**config.mk**
```make
export PLATFORM = sky130hd
export DESIGN_NAME = dot_prod_host_driver_flat
export DESIGN_NICKNAME = d
export VERILOG_FILES = /design/src/rtl/dot_prod_host_driver_if.sv /design/src/rtl/dot_prod_host_driver.sv /design/src/flat_wrapper.sv
export SDC_FILE = /design/constraint.sdc
export NUM_CORES = 1
export LEC_CHECK = 0
export BUFFER_PORTS_ARGS = -buffer_cell sky130_fd_sc_hd__buf_2
export CAP_MARGIN = 15
export CORE_AREA = 8 8 149 151
export DETAILED_ROUTE_END_ITERATION = 10
export DIE_AREA = 0 0 157 159
export PLACE_DENSITY = 0.66
export SYNTH_ARGS = -nofsm -noshare
export SYNTH_HDL_FRONTEND = slang
export SYNTH_SLANG_ARGS = --single-unit
```
**constraint.sdc**
```tcl
create_clock -name clk -period 2.8 [get_ports clk]
set_clock_uncertainty 0.2 [all_clocks]
set_input_delay 0.14 -clock clk [delete_from_list [all_inputs] [get_ports clk]]
set_output_delay 0.14 -clock clk [all_outputs]
set_load 0.01 [all_outputs]
```
**src/rtl/dot_prod_host_driver_if.sv**
```systemverilog
// Host-side stream bundle of the dot-product host driver: element-pair input
// channel plus result output channel, both valid/ready.
interface dot_prod_host_driver_if #(
    parameter int DW = 27,
    parameter int RW = 64
);
    logic                 in_valid;
    logic                 in_ready;
    logic signed [DW-1:0] in_a;
    logic signed [DW-1:0] in_b;
    logic                 out_valid;
    logic                 out_ready;
    logic signed [RW-1:0] out_result;
    logic                 out_err;

    modport master (
        output in_valid, in_a, in_b, out_ready,
        input  in_ready, out_valid, out_result, out_err
    );

    modport slave (
        input  in_valid, in_a, in_b, out_ready,
        output in_ready, out_valid, out_result, out_err
    );
endinterface

```
**src/rtl/dot_prod_host_driver.sv**
```systemverilog
// Host initiator for a dot-product core: loads arrays a/b, runs the core, returns the result.
// Optional DRV_READBACK_EN adds a CHECK pass that reads the arrays back and compares checksums.
module dot_prod_host_driver #(
    parameter int N  = 1000,
    parameter int AW = 10,
    parameter int DW = 27,
    parameter int RW = 64
) (
    input  logic                  clk,
    input  logic                  rst_n,
    dot_prod_host_driver_if.slave host,
    output logic                  busy,
    output logic                  controlArr,
    output logic                  controlArrWEnable_a,
    output logic                  controlArrWEnable_b,
    output logic [AW-1:0]         controlArrAddr_a,
    output logic [AW-1:0]         controlArrAddr_b,
    output logic [DW-1:0]         controlArrWData_a,
    output logic [DW-1:0]         controlArrWData_b,
    input  logic [DW-1:0]         controlArrRData_a,
    input  logic [DW-1:0]         controlArrRData_b,
    output logic                  r_enable,
    output logic [AW-1:0]         init_i,
    output logic [RW-1:0]         init_acc,
    input  logic                  w_enable,
    input  logic [RW-1:0]         result
);
`ifdef DRV_READBACK_EN
    typedef enum logic [1:0] {S_LOAD, S_CHECK, S_RUN, S_DONE} state_t;
`else
    typedef enum logic [1:0] {S_LOAD, S_RUN, S_DONE} state_t;
`endif

    // One extra bit so that N == 2^AW is representable.
    localparam logic [AW:0] NCNT = (AW+1)'(N);

    state_t        r_state, w_next;
    logic [AW:0]   r_count, w_count_nxt;
    logic          r_in_ready, r_we, r_ctrl, r_ren, r_out_valid, r_out_err;
    logic [AW-1:0] r_addr;
    logic [DW-1:0] r_wa, r_wb;
    logic [RW-1:0] r_out_result;
    logic          w_accept, w_out_fire, w_ctrl_nxt;

    assign w_accept   = host.in_valid & r_in_ready;
    assign w_out_fire = r_out_valid & host.out_ready;
    assign w_ctrl_nxt = (w_next != S_RUN) && (w_next != S_DONE);

`ifdef DRV_READBACK_EN
    logic [RW-1:0] r_sum_wa, r_sum_wb, r_sum_ra, r_sum_rb, w_sum_ra, w_sum_rb;
    logic [AW:0]   r_ck;
    logic          w_chk_ok;

    function automatic logic [RW-1:0] sext(input logic [DW-1:0] v);
        return {{(RW-DW){v[DW-1]}}, v};
    endfunction

    // Final compare folds in the read data of address N-1, arriving in the last CHECK cycle.
    assign w_sum_ra = r_sum_ra + sext(controlArrRData_a);
    assign w_sum_rb = r_sum_rb + sext(controlArrRData_b);
    assign w_chk_ok = (w_sum_ra == r_sum_wa) && (w_sum_rb == r_sum_wb);

    always_ff @(posedge clk or negedge rst_n) begin
        if (!rst_n) begin
            r_sum_wa <= '0;
            r_sum_wb <= '0;
            r_sum_ra <= '0;
            r_sum_rb <= '0;
            r_ck     <= '0;
        end else if (r_state == S_LOAD && w_accept) begin
            r_sum_wa <= r_sum_wa + sext(host.in_a);
            r_sum_wb <= r_sum_wb + sext(host.in_b);
        end else if (r_state == S_CHECK) begin
            r_ck <= r_ck + 1'b1;
            if (r_ck != '0) begin
                r_sum_ra <= w_sum_ra;
                r_sum_rb <= w_sum_rb;
            end
        end else if (w_out_fire) begin
            r_sum_wa <= '0;
            r_sum_wb <= '0;
            r_sum_ra <= '0;
            r_sum_rb <= '0;
            r_ck     <= '0;
        end
    end
`else
    logic w_unused_rdata;
    assign w_unused_rdata = ^{controlArrRData_a, controlArrRData_b};
`endif

    always_comb begin
        w_next      = r_state;
        w_count_nxt = r_count;
        case (r_state)
            S_LOAD: begin
                w_count_nxt = r_count + {{AW{1'b0}}, w_accept};
                // count==N only during the final write cycle
                if (r_count == NCNT)
`ifdef DRV_READBACK_EN
                    w_next = S_CHECK;
`else
                    w_next = S_RUN;
`endif
            end
`ifdef DRV_READBACK_EN
            S_CHECK: if (r_ck == NCNT) w_next = w_chk_ok ? S_RUN : S_DONE;
`endif
            S_RUN:   if (w_enable) w_next = S_DONE;
            S_DONE: begin
                if (w_out_fire) begin
                    w_next      = S_LOAD;
                    w_count_nxt = '0;
                end
            end
            default: w_next = S_LOAD;
        endcase
    end

    always_ff @(posedge clk or negedge rst_n) begin
        if (!rst_n) r_state <= S_LOAD;
        else        r_state <= w_next;
    end

    always_ff @(posedge clk or negedge rst_n) begin
        if (!rst_n) begin
            r_count      <= '0;
            r_in_ready   <= 1'b0;
            r_we         <= 1'b0;
            r_ctrl       <= 1'b0;
            r_ren        <= 1'b1;
            r_out_valid  <= 1'b0;
            r_out_err    <= 1'b0;
            r_out_result <= '0;
            r_addr       <= '0;
            r_wa         <= '0;
            r_wb         <= '0;
        end else begin
            r_count     <= w_count_nxt;
            r_in_ready  <= (w_next == S_LOAD) && (w_count_nxt < NCNT);
            r_we        <= w_accept;
            r_ctrl      <= w_ctrl_nxt;
            r_ren       <= (w_next != S_RUN);
            r_out_valid <= (w_next == S_DONE);
            if (w_accept) begin
                r_addr <= r_count[AW-1:0];
                r_wa   <= host.in_a;
                r_wb   <= host.in_b;
            end
`ifdef DRV_READBACK_EN
            else if (w_next == S_CHECK) begin
                r_addr <= (r_state == S_CHECK) ? r_addr + 1'b1 : '0;
            end
            if (r_state == S_CHECK && w_next == S_DONE) begin
                r_out_err    <= 1'b1;
                r_out_result <= '0;
            end
`endif
            if (r_state == S_RUN && w_enable) r_out_result <= result;
            if (w_out_fire) r_out_err <= 1'b0;
        end
    end

    assign host.in_ready       = r_in_ready;
    assign host.out_valid      = r_out_valid;
    assign host.out_result     = r_out_result;
    assign host.out_err        = r_out_err;
    assign busy                = !(r_state == S_LOAD && r_count == '0);
    assign controlArr          = r_ctrl;
    assign controlArrWEnable_a = r_we;
    assign controlArrWEnable_b = r_we;
    assign controlArrAddr_a    = r_addr;
    assign controlArrAddr_b    = r_addr;
    assign controlArrWData_a   = r_wa;
    assign controlArrWData_b   = r_wb;
    assign r_enable            = r_ren;
    assign init_i              = '0;
    assign init_acc            = '0;
endmodule

```
**src/flat_wrapper.sv**
```systemverilog
// flat-port wrapper written by rule: the top's interface ports become plain ports
module dot_prod_host_driver_flat 
#(
    parameter int N  = 1000,
    parameter int AW = 10,
    parameter int DW = 27,
    parameter int RW = 64
)
  (clk, rst_n, busy, controlArr, controlArrWEnable_a, controlArrWEnable_b, controlArrAddr_a, controlArrAddr_b, controlArrWData_a, controlArrWData_b, controlArrRData_a, controlArrRData_b, r_enable, init_i, init_acc, w_enable, result, host_in_valid, host_in_a, host_in_b, host_out_ready, host_in_ready, host_out_valid, host_out_result, host_out_err);
  dot_prod_host_driver_if #(.DW(DW), .RW(RW)) host_i ();
  input  logic clk;
  input  logic rst_n;
  output logic busy;
  output logic controlArr;
  output logic controlArrWEnable_a;
  output logic controlArrWEnable_b;
  output logic [AW-1:0] controlArrAddr_a;
  output logic [AW-1:0] controlArrAddr_b;
  output logic [DW-1:0] controlArrWData_a;
  output logic [DW-1:0] controlArrWData_b;
  input  logic [DW-1:0] controlArrRData_a;
  input  logic [DW-1:0] controlArrRData_b;
  output logic r_enable;
  output logic [AW-1:0] init_i;
  output logic [RW-1:0] init_acc;
  input  logic w_enable;
  input  logic [RW-1:0] result;
  input wire logic [$bits(host_i.in_valid)-1:0] host_in_valid;
  input wire logic [$bits(host_i.in_a)-1:0] host_in_a;
  input wire logic [$bits(host_i.in_b)-1:0] host_in_b;
  input wire logic [$bits(host_i.out_ready)-1:0] host_out_ready;
  output wire logic [$bits(host_i.in_ready)-1:0] host_in_ready;
  output wire logic [$bits(host_i.out_valid)-1:0] host_out_valid;
  output wire logic [$bits(host_i.out_result)-1:0] host_out_result;
  output wire logic [$bits(host_i.out_err)-1:0] host_out_err;
  assign host_i.in_valid = host_in_valid;
  assign host_i.in_a = host_in_a;
  assign host_i.in_b = host_in_b;
  assign host_i.out_ready = host_out_ready;
  assign host_in_ready = host_i.in_ready;
  assign host_out_valid = host_i.out_valid;
  assign host_out_result = host_i.out_result;
  assign host_out_err = host_i.out_err;
  dot_prod_host_driver #(.N(N), .AW(AW), .DW(DW), .RW(RW)) u_core (.clk(clk), .rst_n(rst_n), .host(host_i), .busy(busy), .controlArr(controlArr), .controlArrWEnable_a(controlArrWEnable_a), .controlArrWEnable_b(controlArrWEnable_b), .controlArrAddr_a(controlArrAddr_a), .controlArrAddr_b(controlArrAddr_b), .controlArrWData_a(controlArrWData_a), .controlArrWData_b(controlArrWData_b), .controlArrRData_a(controlArrRData_a), .controlArrRData_b(controlArrRData_b), .r_enable(r_enable), .init_i(init_i), .init_acc(init_acc), .w_enable(w_enable), .result(result));
endmodule
```
==> Word level (Yosys, flattened, before mapping) <==
Cells that the tools add are included.
{ "word_totals": {"elab_cells": 35, "latchBits": 0, "inputBits": 177, "n_memories": 0, "ram_bits": 0, "out_inout_bits": 220, "rom_bits": 0, "ff_bits": 146} }
{ "op_classes": {"n_reduce_logical": 8, "add_sub_neg": 1, "bitwise_logic": 2, "order_cmp": 1, "n_mul": 0, "n_div": 0, "n_eq_ne": 6, "shift": 0, "muxes": 6} }
{ "ops": {"columns": ["operator", "n"], "rows": [
  ["$pmux 11 s2", 1],
  ["$add 11x1->11", 1],
  ["$eq 11x10->1 const B", 1],
  ["$logic_not 11->1", 1],
  ["$lt 11x10->1 const B", 1],
  ["$mux 11", 1],
  ["$mux 2", 3],
  ["$pmux 2 s3", 1],
  ["$eq 2x2->1 const B", 2],
  ["$logic_and 1x1->1", 4],
  ["$logic_not 2->1", 2],
  ["$and 1x1->1", 2],
  ["$eq 2x1->1 const B", 1],
  ["$ne 2x1->1 const B", 1],
  ["$ne 2x2->1 const B", 1],
  ["$logic_not 1->1", 1]
]} }

==> Depth between registers and ports, before layout <==
Gate-level depths: netlist of run 1.
{ "logic_depth": {"depth_word": 5, "ltp_mapped": 11, "depth_no_buf": 8} }

==> Worst setup path after synthesis of run 1 <==
Ideal clock, no wire load.
{ "synth_path": {"kind": "register to register", "start": "register u_core.r_in_ready, in the netlist u_core.host.in_ready", "end": "register u_core.r_in_ready, in the netlist u_core.host.in_ready", "arrival_time_ps": 2459, "stages_incl_launch_ff": 12, "path_slack_ps": 5, "period_less_slack_ps": 2795, "required_time_ps": 2464, "n_path_buf": 3, "setup_ps": 136, "path_cell_list": "dfrtp_1 -> nand2_1 -> clkbuf_1 -> clkbuf_1 -> inv_1 -> ha_1 -> ha_1 -> or3b_1 -> buf_2 -> or3_1 -> a221oi_2 -> a311oi_1"} }
{ "synth_via": {"elab_chain_cells": 5} }
{ "synth_lines": {"columns": ["element", "line", "source"], "rows": [
  ["from (decl)", "dot_prod_host_driver.sv:39", "logic r_in_ready, r_we, r_ctrl, r_ren, r_out_valid, r_out_err;"],
  ["from (signal assigned)", "dot_prod_host_driver.sv:140", "r_in_ready <= (w_next == S_LOAD) && (w_count_nxt < NCNT);"],
  ["$and 1x1->1", "dot_prod_host_driver.sv:45", "assign w_accept = host.in_valid & r_in_ready;"],
  ["via u_core.w_accept", "dot_prod_host_driver.sv:43", "logic w_accept, w_out_fire, w_ctrl_nxt;"],
  ["$add 11x1->11", "dot_prod_host_driver.sv:97", "w_count_nxt = r_count + {{AW{1'b0}}, w_accept};"],
  ["$pmux 11 s2", "dot_prod_host_driver.sv:95", "case (r_state)"],
  ["$lt 11x10->1", "dot_prod_host_driver.sv:140", null],
  ["$logic_and 1x1->1", "dot_prod_host_driver.sv:140", null]
]} }
The timed path passes the listed nets, and every way through them passes these cells.
A chain may end at the register's enable or synchronous reset.

==> Worst setup path after layout of run 1 <==
{ "layout_path": {"start": "input port host_in_valid", "end": "register u_core.r_in_ready, in the netlist u_core.host.in_ready"} }
{ "layout_via": {"elab_chain_cells": 5} }
{ "layout_lines": {"columns": ["element", "line", "source"], "rows": [
  ["from (decl)", "flat_wrapper.sv:28", "input wire logic [$bits(host_i.in_valid)-1:0] host_in_valid;"],
  ["$and 1x1->1", "dot_prod_host_driver.sv:45", null],
  ["via u_core.w_accept", "dot_prod_host_driver.sv:43", null],
  ["$add 11x1->11", "dot_prod_host_driver.sv:97", null],
  ["$pmux 11 s2", "dot_prod_host_driver.sv:95", null],
  ["$lt 11x10->1", "dot_prod_host_driver.sv:140", null],
  ["$logic_and 1x1->1", "dot_prod_host_driver.sv:140", null]
]} }
The timed path passes the listed nets, and every way through them passes these cells.

==> results of run 1 <==
==> per-stage QoR <==
stage / utilization [%] / hold slack (ns)
after floorplan: - / -0.356
after global placement: 38.5 / -0.0635
after detailed placement: 38.5 / -0.0614
after CTS: 47.3 / 0.0217
after global routing: 47.3 / 0.114
final: 47.3 / 0.0467
==> worst min path at each step <==
stage | start | end | slack, ns | depth (start not counted)
after floorplan | rst_n | u_core.controlArr$_DFF_PN0_ | -0.36 | 0
after global placement | rst_n | u_core.host.out_result[54]$_DFFE_PN0P_ | -0.06 | 1
after detailed placement | rst_n | u_core.host.out_result[54]$_DFFE_PN0P_ | -0.06 | 1
after CTS | host_out_ready | u_core.r_state[1]$_DFF_PN0_ | 0.02 | 5
after global routing | host_out_ready | u_core.r_state[1]$_DFF_PN0_ | 0.11 | 5
final | host_out_ready | u_core.r_state[1]$_DFF_PN0_ | 0.05 | 5
==> kinds of logic (layout without fill, tap and decap cells) <==
| kind of cell | count (synthesis) | after routing |
|---|---|---|
| compound gates | 20 | 20 |
| xor+xnor | 1 | 1 |
| fa+ha+maj | 6 | 6 |
| buf+inv | 112 | 434 |
| flops | 146 | 146 |
| mux | 129 | 129 |
| other cells | 1 | 75 |
| simple gates | 45 | 45 |
==> worst reg2reg max path: stages, from the launching register on <==
cell	delay (ns)
dfrtp_1	0.35
nand2_2	0.06
inv_1	0.09
ha_1	0.15
ha_1	0.13
or3b_1	0.47
or3_1	0.42
a221oi_2	0.27
a311oi_1	0.14
==> power by group through the flow <==
stage	Clock [mW]	Sequential, mW	Combinational [mW]
floorplan	0	2.47	0.549
global placement	0	2.49	0.773
detailed placement	0	2.50	0.773
CTS	2.15	2.46	0.911
global route	2.23	2.49	0.992
finish	2.05	2.46	0.906
==> sequential cells by signal, indices dropped and copies added, names as in the netlist <==
name	count
u_core.controlArrWData_a	27
u_core.controlArr	1
u_core.r_count	11
u_core.controlArrAddr_a	10
u_core.host.in_ready	1
u_core.r_state	2
u_core.controlArrWEnable_a	1
u_core.controlArrWData_b	27
u_core.host.out_valid	1
u_core.host.out_result	64
u_core.r_enable	1
==> layer usage <==
metal,vias up,track usage (%)
li1,2194,-
met1,2262,15.2
met2,191,24.5
met3,14,4.99
met4,0,3.89
met5,-,0
==> area by class of cell <==
class,count,area [um^2]
sequential,146,3650
clock inverter,5,30.0
inverter,6,22.5
clock buffer,27,503
fill,1768,10500
timing repair buffer,396,2630
tap,270,338
multi-input combinational,276,2220
==> cell usage in the layout, fill, tap and decap left out, types with 2 or more instances in the layout <==
cell,n
a22o_1,2
and2_1,2
buf_2,266
buf_4,7
clkbuf_1,6
clkbuf_16,17
clkbuf_8,4
clkinv_2,3
clkinvlp_4,2
conb_1,75
dfrtp_1,145
dlygate4sd3_1,121
ha_1,6
inv_1,6
mux2_1,49
mux2_2,77
mux2i_1,3
nand2_1,13
nand3_1,4
nand4_1,3
nor2_1,5
nor3b_1,2
nor4_1,3
o211ai_1,2
o21ai_0,6
or3_1,4
or3b_1,2
==> impl_metrics.env, run 1 <==
export IMPL_synth_top_area_share_pct=57.1
export IMPL_path_cells="dlygate4sd3_1 -> buf_2 -> nand2_2 -> inv_1 -> ha_1 -> ha_1 -> or3b_1 -> or3_1 -> a221oi_2 -> a311oi_1"
export IMPL_dp_hpwl_um=12200
export IMPL_yosys_area_share_xor_xnor_pct=0.138
export IMPL_insertion_delay_ns=0.40
export IMPL_cp_end_kind="flip-flop"
export IMPL_dpl_worst_slack_ns=0.370
export IMPL_synth_compound_gate_area_share_pct=2.42
export IMPL_setup_tns_ns=0
export IMPL_wl_met3_um=1630
export IMPL_grt_use_total_pct=13.9
export IMPL_synthArstFlopShare_pct=100
export IMPL_pwr_density_cell_mw_per_mm2=577
export IMPL_core_mm2=0.0198
export IMPL_cts_sinks=146
export IMPL_clk_pin_slew_worst_paths_ns=0.06
export IMPL_die_area_mm2=0.0250
export IMPL_grt_max_degree=67
export IMPL_outcome="finished clean"
export IMPL_wl_met1_um=6670
export IMPL_critPathSlowestCell="dlygate4sd3_1"
export IMPL_syn_avg_cell_area_um2=13.8
export IMPL_grt_pass1_vias=5192
export IMPL_ff2ff_path_depth=8
export IMPL_synth_most_common_cell="dfrtp_1"
export IMPL_antennaDiodeCount=0
export IMPL_cp_buffers_inverters=3
export IMPL_max_freq_mhz=404
export IMPL_synth_edf_count=0
export IMPL_cts_root_buf="clkbuf_16"
export IMPL_nNetsFinal=1026
export IMPL_final_min_clock_period_ns=2.47
export IMPL_hp_class="primary input to flip-flop"
export IMPL_synth_top_cell_by_area="dfrtp_1"
export IMPL_path_max_fanout=7
export IMPL_topRoutingLayerUsed="met4"
export IMPL_cp_required_ns=2.87
export IMPL_worst_pin_slew_ns=0.842
export IMPL_ys_types=40
export IMPL_fin_crit_sh_pct=88.3
export IMPL_finalPower_mw=5.42
export IMPL_setup_viol=0
export IMPL_cp_arrival_ns=2.54
export IMPL_port_buffers=267
export IMPL_synth_fa_ha_area_share_pct=1.18
export IMPL_switching_power_mw=1.44
export IMPL_drive_gt1_share_pct=44.6
export IMPL_post_route_cell_area_mm2=0.00939
export IMPL_p_comb_share_pct=16.7
export IMPL_final_max_slew_viol_count=0
export IMPL_ys_seq_area_share_pct=57.5
export IMPL_wire_per_inst_um=15.5
export IMPL_timing_final_ws_setup_ns=0.327
export IMPL_postRouteAntennaNets=0
export IMPL_timing_rr_start="u_core.host.in_ready$_DFF_PN0_"
export IMPL_pwr_share_seq_pct=45.4
export IMPL_place_area_mm2=0.00765
export IMPL_die_y_um=159
export IMPL_synthSimpleGateAreaFrac_pct=3.86
export IMPL_synth_cells=460
export IMPL_drtIter0Drc=156
export IMPL_start_kind="primary input"
export IMPL_die_w_um=157
export IMPL_cts_resized=0
export IMPL_cts_made_buffers=17
export IMPL_crit_top_cell="ha_1"
export IMPL_synth_seq_cells=146
export IMPL_path_depth=10
export IMPL_layout_cells_non_filler=1126
export IMPL_grt_setup_unrepaired="no"
export IMPL_grt_overflow=0
export IMPL_antenna_found_initial=0
export IMPL_endpoint="u_core.host.in_ready$_DFF_PN0_"
export IMPL_ys_top_cells_by_count="145 x dfrtp_1, 87 x buf_4, 77 x mux2_2"
export IMPL_cts_hold_buf=121
export IMPL_first_pass_iters=4
export IMPL_num_vias=4661
export IMPL_viasPerCell=4.14
export IMPL_startpoint="host_in_valid"
export IMPL_critPathKind="primary input to flip-flop"
export IMPL_wl_met2_um=8900
export IMPL_gp_routability_congestion=0.757
export IMPL_hold_viol=0
export IMPL_power_internal_mw=3.98
export IMPL_synth_area_mux_share_pct=22.8
export IMPL_yosys_most_used_dff="dfrtp_1"
export IMPL_placed_cells=973
export IMPL_r2r_setup_slack_ns=0.39
export IMPL_drv_cap=0
export IMPL_crit_family="simple AND/OR/NAND/NOR gates"
export IMPL_relSlewSlack_pct=43.9
export IMPL_p_clk_share_pct=37.9
export IMPL_synth_top_family_by_area="multiplexers"
export IMPL_swShare_pct=26.5
export IMPL_area_delta_synth_final_pct=47.8
export IMPL_syn_area_mm2=0.00635
export IMPL_p_leak_nw=5.01
export IMPL_crit_path_max_incr_delay_ns=0.55
export IMPL_reg2reg_to="u_core.host.in_ready$_DFF_PN0_"
export IMPL_ioPinCount=397
export IMPL_grt_pass1_wl_um=27600
export IMPL_placementRows=52
export IMPL_drc=0
export IMPL_cts_post_setup_buffers_inserted=0
export IMPL_start_util_pct=32.0
export IMPL_yosysWarningCount=0
export IMPL_routed_wl_um=17400
export IMPL_cts_tree="done"
export IMPL_ir_worst_vdd_uv=392
export IMPL_synth_area_top_cells="dfrtp_1 57%, mux2_2 14%, buf_4 10%"
export IMPL_cts_htree_levels=4
export IMPL_clockBufferDepth=2
Note: power is estimated with default switching activity, not from simulation.
==> inputs of run 2 (changes only) <==
--- a/config.mk
+++ b/config.mk
@@ -7,10 +7,10 @@
 export LEC_CHECK = 0
 export BUFFER_PORTS_ARGS = -buffer_cell sky130_fd_sc_hd__buf_2
 export CAP_MARGIN = 15
-export CORE_AREA = 8 8 149 151
+export CORE_AREA = 2 2 156 158
 export DETAILED_ROUTE_END_ITERATION = 10
-export DIE_AREA = 0 0 157 159
-export PLACE_DENSITY = 0.66
+export DIE_AREA = 0 0 158 160
+export PLACE_DENSITY = 0.56
 export SYNTH_ARGS = -nofsm -noshare
 export SYNTH_HDL_FRONTEND = slang
 export SYNTH_SLANG_ARGS = --single-unit
==> impl_metrics.env, run 2 (synthesis results as in run 1) <==
export IMPL_outcome="finished clean"
export IMPL_die_y_um=160
export IMPL_insertion_delay_ns=0.41
export IMPL_holdPathEnd="u_core.r_state[1]$_DFF_PN0_"
export IMPL_ir_worst_vdd_uv=373
export IMPL_port_buffers=267
export IMPL_max_freq_mhz=408
export IMPL_cts_tree="done"
export IMPL_area_delta_synth_final_pct=50.4
export IMPL_hold_viol=0
export IMPL_mostFrequentLayoutCells="266 x buf_2, 145 x dfrtp_1, 121 x dlygate4sd3_1, 77 x mux2_2, 75 x conb_1"
export IMPL_final_common_cell="buf_2"
export IMPL_setup_viol=0
export IMPL_antennaDiodeCount=0
export IMPL_path_cells="dlygate4sd3_1 -> buf_2 -> nand2_2 -> inv_1 -> ha_1 -> ha_1 -> or3b_1 -> or3_1 -> a221oi_2 -> a311oi_1"
export IMPL_crit_top_cell="ha_1"
export IMPL_cts_htree_levels=4
export IMPL_cp_arrival_ns=2.53
export IMPL_final_min_clock_period_ns=2.45
export IMPL_die_w_um=158
export IMPL_core_mm2=0.0238
export IMPL_final_core_util_pct=40.1
export IMPL_pwr_density_cell_mw_per_mm2=608
export IMPL_postRouteAntennaNets=0
export IMPL_drv_cap=0
export IMPL_routed_wl_um=16200
export IMPL_clockBufferDepth=2
export IMPL_viasPerCell=3.98
export IMPL_grt_pass1_vias=4651
export IMPL_reg2reg_to="u_core.host.in_ready$_DFF_PN0_"
export IMPL_timing_rr_start="u_core.host.in_ready$_DFF_PN0_"
export IMPL_ff2ff_path_depth=8
export IMPL_cts_root_buf="clkbuf_16"
export IMPL_setup_tns_ns=0
export IMPL_path_max_fanout=7
export IMPL_cp_end_kind="flip-flop"
export IMPL_die_area_mm2=0.0253
export IMPL_p_leak_nw=5.05
export IMPL_wire_per_inst_um=13.8
export IMPL_final_max_slew_viol_count=0
export IMPL_cts_sinks=146
export IMPL_relSlewSlack_pct=44.3
export IMPL_start_util_pct=26.7
export IMPL_largest_reg_flops=64
export IMPL_drc=0
export IMPL_critPathSlowestCell="dlygate4sd3_1"
export IMPL_ioPinCount=397
export IMPL_placementRows=57
export IMPL_drtIter0Drc=172
export IMPL_crit_path_max_incr_delay_ns=0.53
export IMPL_hp_class="primary input to flip-flop"
export IMPL_dp_hpwl_um=10800
export IMPL_grt_overflow=0
export IMPL_clk_pin_slew_worst_paths_ns=0.06
export IMPL_grt_setup_unrepaired="no"
export IMPL_fin_crit_sh_pct=87.6
export IMPL_post_route_cell_area_mm2=0.00956
export IMPL_drive_gt1_share_pct=45.1
export IMPL_r2r_setup_slack_ns=0.41
export IMPL_cp_required_ns=2.87
export IMPL_grt_use_total_pct=12.4
export IMPL_start_kind="primary input"
export IMPL_worst_pin_slew_ns=0.835
export IMPL_critPathKind="primary input to flip-flop"
export IMPL_min_from="host_out_ready"
export IMPL_place_area_mm2=0.00772
export IMPL_first_pass_iters=4
export IMPL_hold_depth=5
export IMPL_nNetsFinal=1025
export IMPL_num_vias=4687
export IMPL_grt_max_degree=74
export IMPL_antenna_found_initial=1
export IMPL_gp_routability_congestion=0.726
export IMPL_cts_made_buffers=17
export IMPL_grt_pass1_wl_um=24300
## run 2: changes by cell type in the layout (fill, tap and decap cells not counted), moves of 2 or more
cell,delta
clkbuf_1,-5
clkinv_4,+3
clkbuf_8,-3
bufinv_16,+4
clkinv_2,-2
buf_4,-2
## run 2: metrics by stage
step	setup slack, ns	total power, mW	hold slack [ns]	instances
6_report	0.346	5.81	0.0384	1178
5_1_grt	0.248	6.11	0.0760	1178
4_1_cts	0.349	5.92	0.0164	1178
3_5_place_dp	0.394	3.28	0.0165	1026
3_3_place_gp	0.417	3.26	0.0206	1026
2_1_floorplan	0.00482	3.02	-0.356	534
## run 2: worst max-delay path, delay by kind of cell
family          cells  cell delay, ns
fa+ha+maj           2            0.29
compound gates      2            0.37
simple gates        3            0.95
buf+inv             3            0.78
## run 2: how the worst max path moves through the flow
stage	from	endpoint
final	host_in_valid	u_core.host.in_ready$_DFF_PN0_
after global routing	host_in_valid	u_core.host.in_ready$_DFF_PN0_
after CTS	host_in_valid	u_core.host.in_ready$_DFF_PN0_
after detailed placement	u_core.host.in_ready$_DFF_PN0_	u_core.host.in_ready$_DFF_PN0_
after global placement	u_core.host.in_ready$_DFF_PN0_	u_core.host.in_ready$_DFF_PN0_
after floorplan	u_core.host.in_ready$_DFF_PN0_	u_core.host.in_ready$_DFF_PN0_
## run 2: final cells by class
| cell class | instances | area (um^2) |
|---|---|---|
| Clock buffer | 19 | 443 |
| Clock inverter | 12 | 183 |
| Fill cell | 2300 | 14300 |
| Inverter | 6 | 22.5 |
| Multi-Input combinational cell | 276 | 2220 |
| Sequential cell | 146 | 3650 |
| Tap cell | 324 | 405 |
| Timing Repair Buffer | 395 | 2630 |
## run 2: per-layer routing
metal  vias to the layer above  track usage (%)  routed length (um)
met3                        23             2.85                 828
li1                       2189                -                   -
met1                      2319             14.2                6640
met4                         2             4.91                 380
met2                       154             22.0                8350
met5                         -                0                  11
## run 2: power breakdown
part	internal, mW	total, mW	leakage (nW)	switching, mW
sequential	2.28	2.46	1.88	0.182
clock	1.52	2.44	0.296	0.923
combinational	0.477	0.903	2.87	0.427
total	4.27	5.81	5.05	1.53
## run 2: repair_timing
item                                   CTS  global route
setup buffers                            0             0
hold buffers                           121             0
endpoints found under the hold margin  189             0
resized for setup                        0             0
==> inputs of run 3 (changes only) <==
==> constraint.sdc (replaced) <==
create_clock -name clk -period 2.05 [get_ports clk]
set_clock_uncertainty 0.2 [all_clocks]
set_input_delay 0.1025 -clock clk [delete_from_list [all_inputs] [get_ports clk]]
set_output_delay 0.1025 -clock clk [all_outputs]
set_load 0.01 [all_outputs]
==> impl_metrics.env, run 3 (synthesis results as in run 1) <==
export IMPL_ff2ff_path_depth=8
export IMPL_start_kind="flip-flop"
export IMPL_hp_class="primary input to asynchronous set/reset pin"
export IMPL_register_area_mm2=0.00366
export IMPL_crit_path_max_incr_delay_ns=0.38
export IMPL_viasPerCell=4.05
export IMPL_grt_pass1_vias=4878
export IMPL_final_common_cell="buf_2"
export IMPL_area_delta_synth_final_pct=54.4
export IMPL_grt_use_total_pct=12.6
export IMPL_drc=0
export IMPL_setup_viol=2
export IMPL_nNetsFinal=1045
export IMPL_die_area_mm2=0.0253
export IMPL_cts_sinks=146
export IMPL_layout_cells_non_filler=1199
export IMPL_pwr_density_cell_mw_per_mm2=832
export IMPL_clockBufferDepth=2
export IMPL_routed_wl_um=16200
export IMPL_startpoint="u_core.host.in_ready$_DFF_PN0_"
export IMPL_max_freq_mhz=462
export IMPL_postRouteAntennaNets=0
export IMPL_grt_overflow=0
export IMPL_outcome="finished, violations left"
export IMPL_worst_pin_slew_ns=0.613
export IMPL_cts_htree_levels=4
export IMPL_drv_cap=0
export IMPL_largest_reg_flops=64
export IMPL_r2r_setup_slack_ns=-0.11
export IMPL_path_depth=8
export IMPL_ioPinCount=397
export IMPL_grt_setup_unrepaired="yes"
export IMPL_core_mm2=0.0238
export IMPL_cts_made_buffers=17
export IMPL_cp_end_kind="flip-flop"
export IMPL_cts_tree="done"
export IMPL_start_util_pct=26.7
export IMPL_endpoint="u_core.host.in_ready$_DFF_PN0_"
export IMPL_crit_family="compound AO/OA/AOI/OAI gates"
export IMPL_violations="negative setup slack"
export IMPL_dp_hpwl_um=10500
export IMPL_multiInputGateArea_mm2=0.00228
export IMPL_first_pass_iters=4
export IMPL_path_max_fanout=3
export IMPL_critPathSlowestCell="dfrtp_1"
export IMPL_antennaDiodeCount=0
export IMPL_insertion_delay_ns=0.41
export IMPL_drtIter0Drc=175
export IMPL_fillers=2255
export IMPL_cp_buffers_inverters=2
export IMPL_timing_rr_start="u_core.host.in_ready$_DFF_PN0_"
export IMPL_clk_pin_slew_worst_paths_ns=0.06
export IMPL_setup_tns_ns=-0.177
export IMPL_grt_max_degree=67
export IMPL_gp_routability_congestion=0.788
export IMPL_p_leak_nw=5.17
export IMPL_grt_pass1_wl_um=24700
export IMPL_ir_worst_vdd_uv=454
export IMPL_wire_per_inst_um=13.5
export IMPL_die_y_um=160
export IMPL_cts_root_buf="clkbuf_16"
export IMPL_num_vias=4853
export IMPL_fin_crit_sh_pct=106
export IMPL_final_max_slew_viol_count=0
export IMPL_die_w_um=158
export IMPL_timing_final_ws_setup_ns=-0.113
export IMPL_placed_cells=1042
export IMPL_hold_viol=0
export IMPL_cp_arrival_ns=2.27
export IMPL_drive_gt1_share_pct=47.2
export IMPL_relSlewSlack_pct=59.1
export IMPL_path_cells="nand2_4 -> clkinv_4 -> buf_4 -> ha_1 -> nand4_1 -> o311a_1 -> a211o_1 -> a311oi_1"
export IMPL_reg2reg_to="u_core.host.in_ready$_DFF_PN0_"
export IMPL_mostFrequentLayoutCells="266 x buf_2, 144 x dfrtp_1, 122 x dlygate4sd3_1, 77 x mux2_2, 75 x conb_1"
export IMPL_final_min_clock_period_ns=2.16
export IMPL_critPathKind="flip-flop to flip-flop"
export IMPL_port_buffers=267
export IMPL_placementRows=57
export IMPL_cp_required_ns=2.16
export IMPL_antenna_found_initial=0
-- run 3: changes by cell type in the layout (fill, tap and decap cells not counted), moves of 2 or more --
cell | before | now
buf_4 | 5 | 19
ha_4 | 0 | 2
ha_1 | 6 | 4
buf_6 | 1 | 5
-- run 3: worst min-delay path by stage --
stage,endpoint,from
final,u_core.host.out_result[49]$_DFFE_PN0P_,rst_n
after global routing,u_core.r_count[7]$_DFF_PN0_,host_out_ready
after CTS,u_core.r_state[1]$_DFF_PN0_,host_out_ready
after detailed placement,u_core.host.out_result[49]$_DFFE_PN0P_,rst_n
after global placement,u_core.host.out_result[49]$_DFFE_PN0P_,rst_n
after floorplan,u_core.controlArr$_DFF_PN0_,rst_n
-- run 3: cell type report --
cell class	count	share of cell area, %
Multi-Input combinational cell	276	23.3
Tap cell	324	4.13
Inverter	6	0.281
Clock inverter	12	1.84
Clock buffer	20	4.55
Timing Repair Buffer	415	28.7
Sequential cell	146	37.3
-- run 3: worst reg2reg max path, cell delays in order, from the launching register on --
cell,delay [ns]
dfrtp_1,0.38
nand2_4,0.07
clkinv_4,0.05
buf_4,0.10
ha_1,0.17
nand4_1,0.18
o311a_1,0.34
a211o_1,0.30
a311oi_1,0.28
-- run 3: per-layer routing --
metal / global-route usage [%] / share of wire (%) / wire [um] / vias to the layer above
met5: 0 / 0 / 0 / -
met4: 5.16 / 2.2 / 364 / 0
met3: 2.93 / 5.2 / 836 / 20
met2: 22.7 / 52 / 8450 / 179
met1: 14.0 / 41 / 6570 / 2420
li1: - / - / - / 2234
-- run 3: repair_timing --
item / CTS / global route
gates resized for setup: 11 / 4
endpoints found under the hold margin: 267 / 0
buffers inserted: 2 / 1
hold buffers: 122 / 0
endpoints found under the setup margin: 4 / 6
pin swaps: 8 / 3
gates cloned: 0 / 0
-- run 3: power by group --
part | leakage, nW | switching, mW | internal (mW) | total (mW)
logic | 2.99 | 0.696 | 0.804 | 1.50
registers | 1.88 | 0.207 | 3.11 | 3.32
clock network | 0.301 | 1.26 | 2.08 | 3.34
total | 5.17 | 2.16 | 6.00 | 8.16
-- run 3: stage by stage --
stage	hold WS (ns)	total power [mW]	utilization, %	area (um^2)	setup slack, ns
after floorplan	-0.393	4.16	-	6690	-0.508
after global placement	-0.104	4.61	33.1	7880	-0.136
after detailed placement	-0.105	4.61	33.1	7880	-0.178
after CTS	0.00122	8.29	41.1	9800	-0.118
after global routing	0.0153	8.62	41.2	9810	-0.199
final	0.00391	8.16	41.2	9810	-0.113
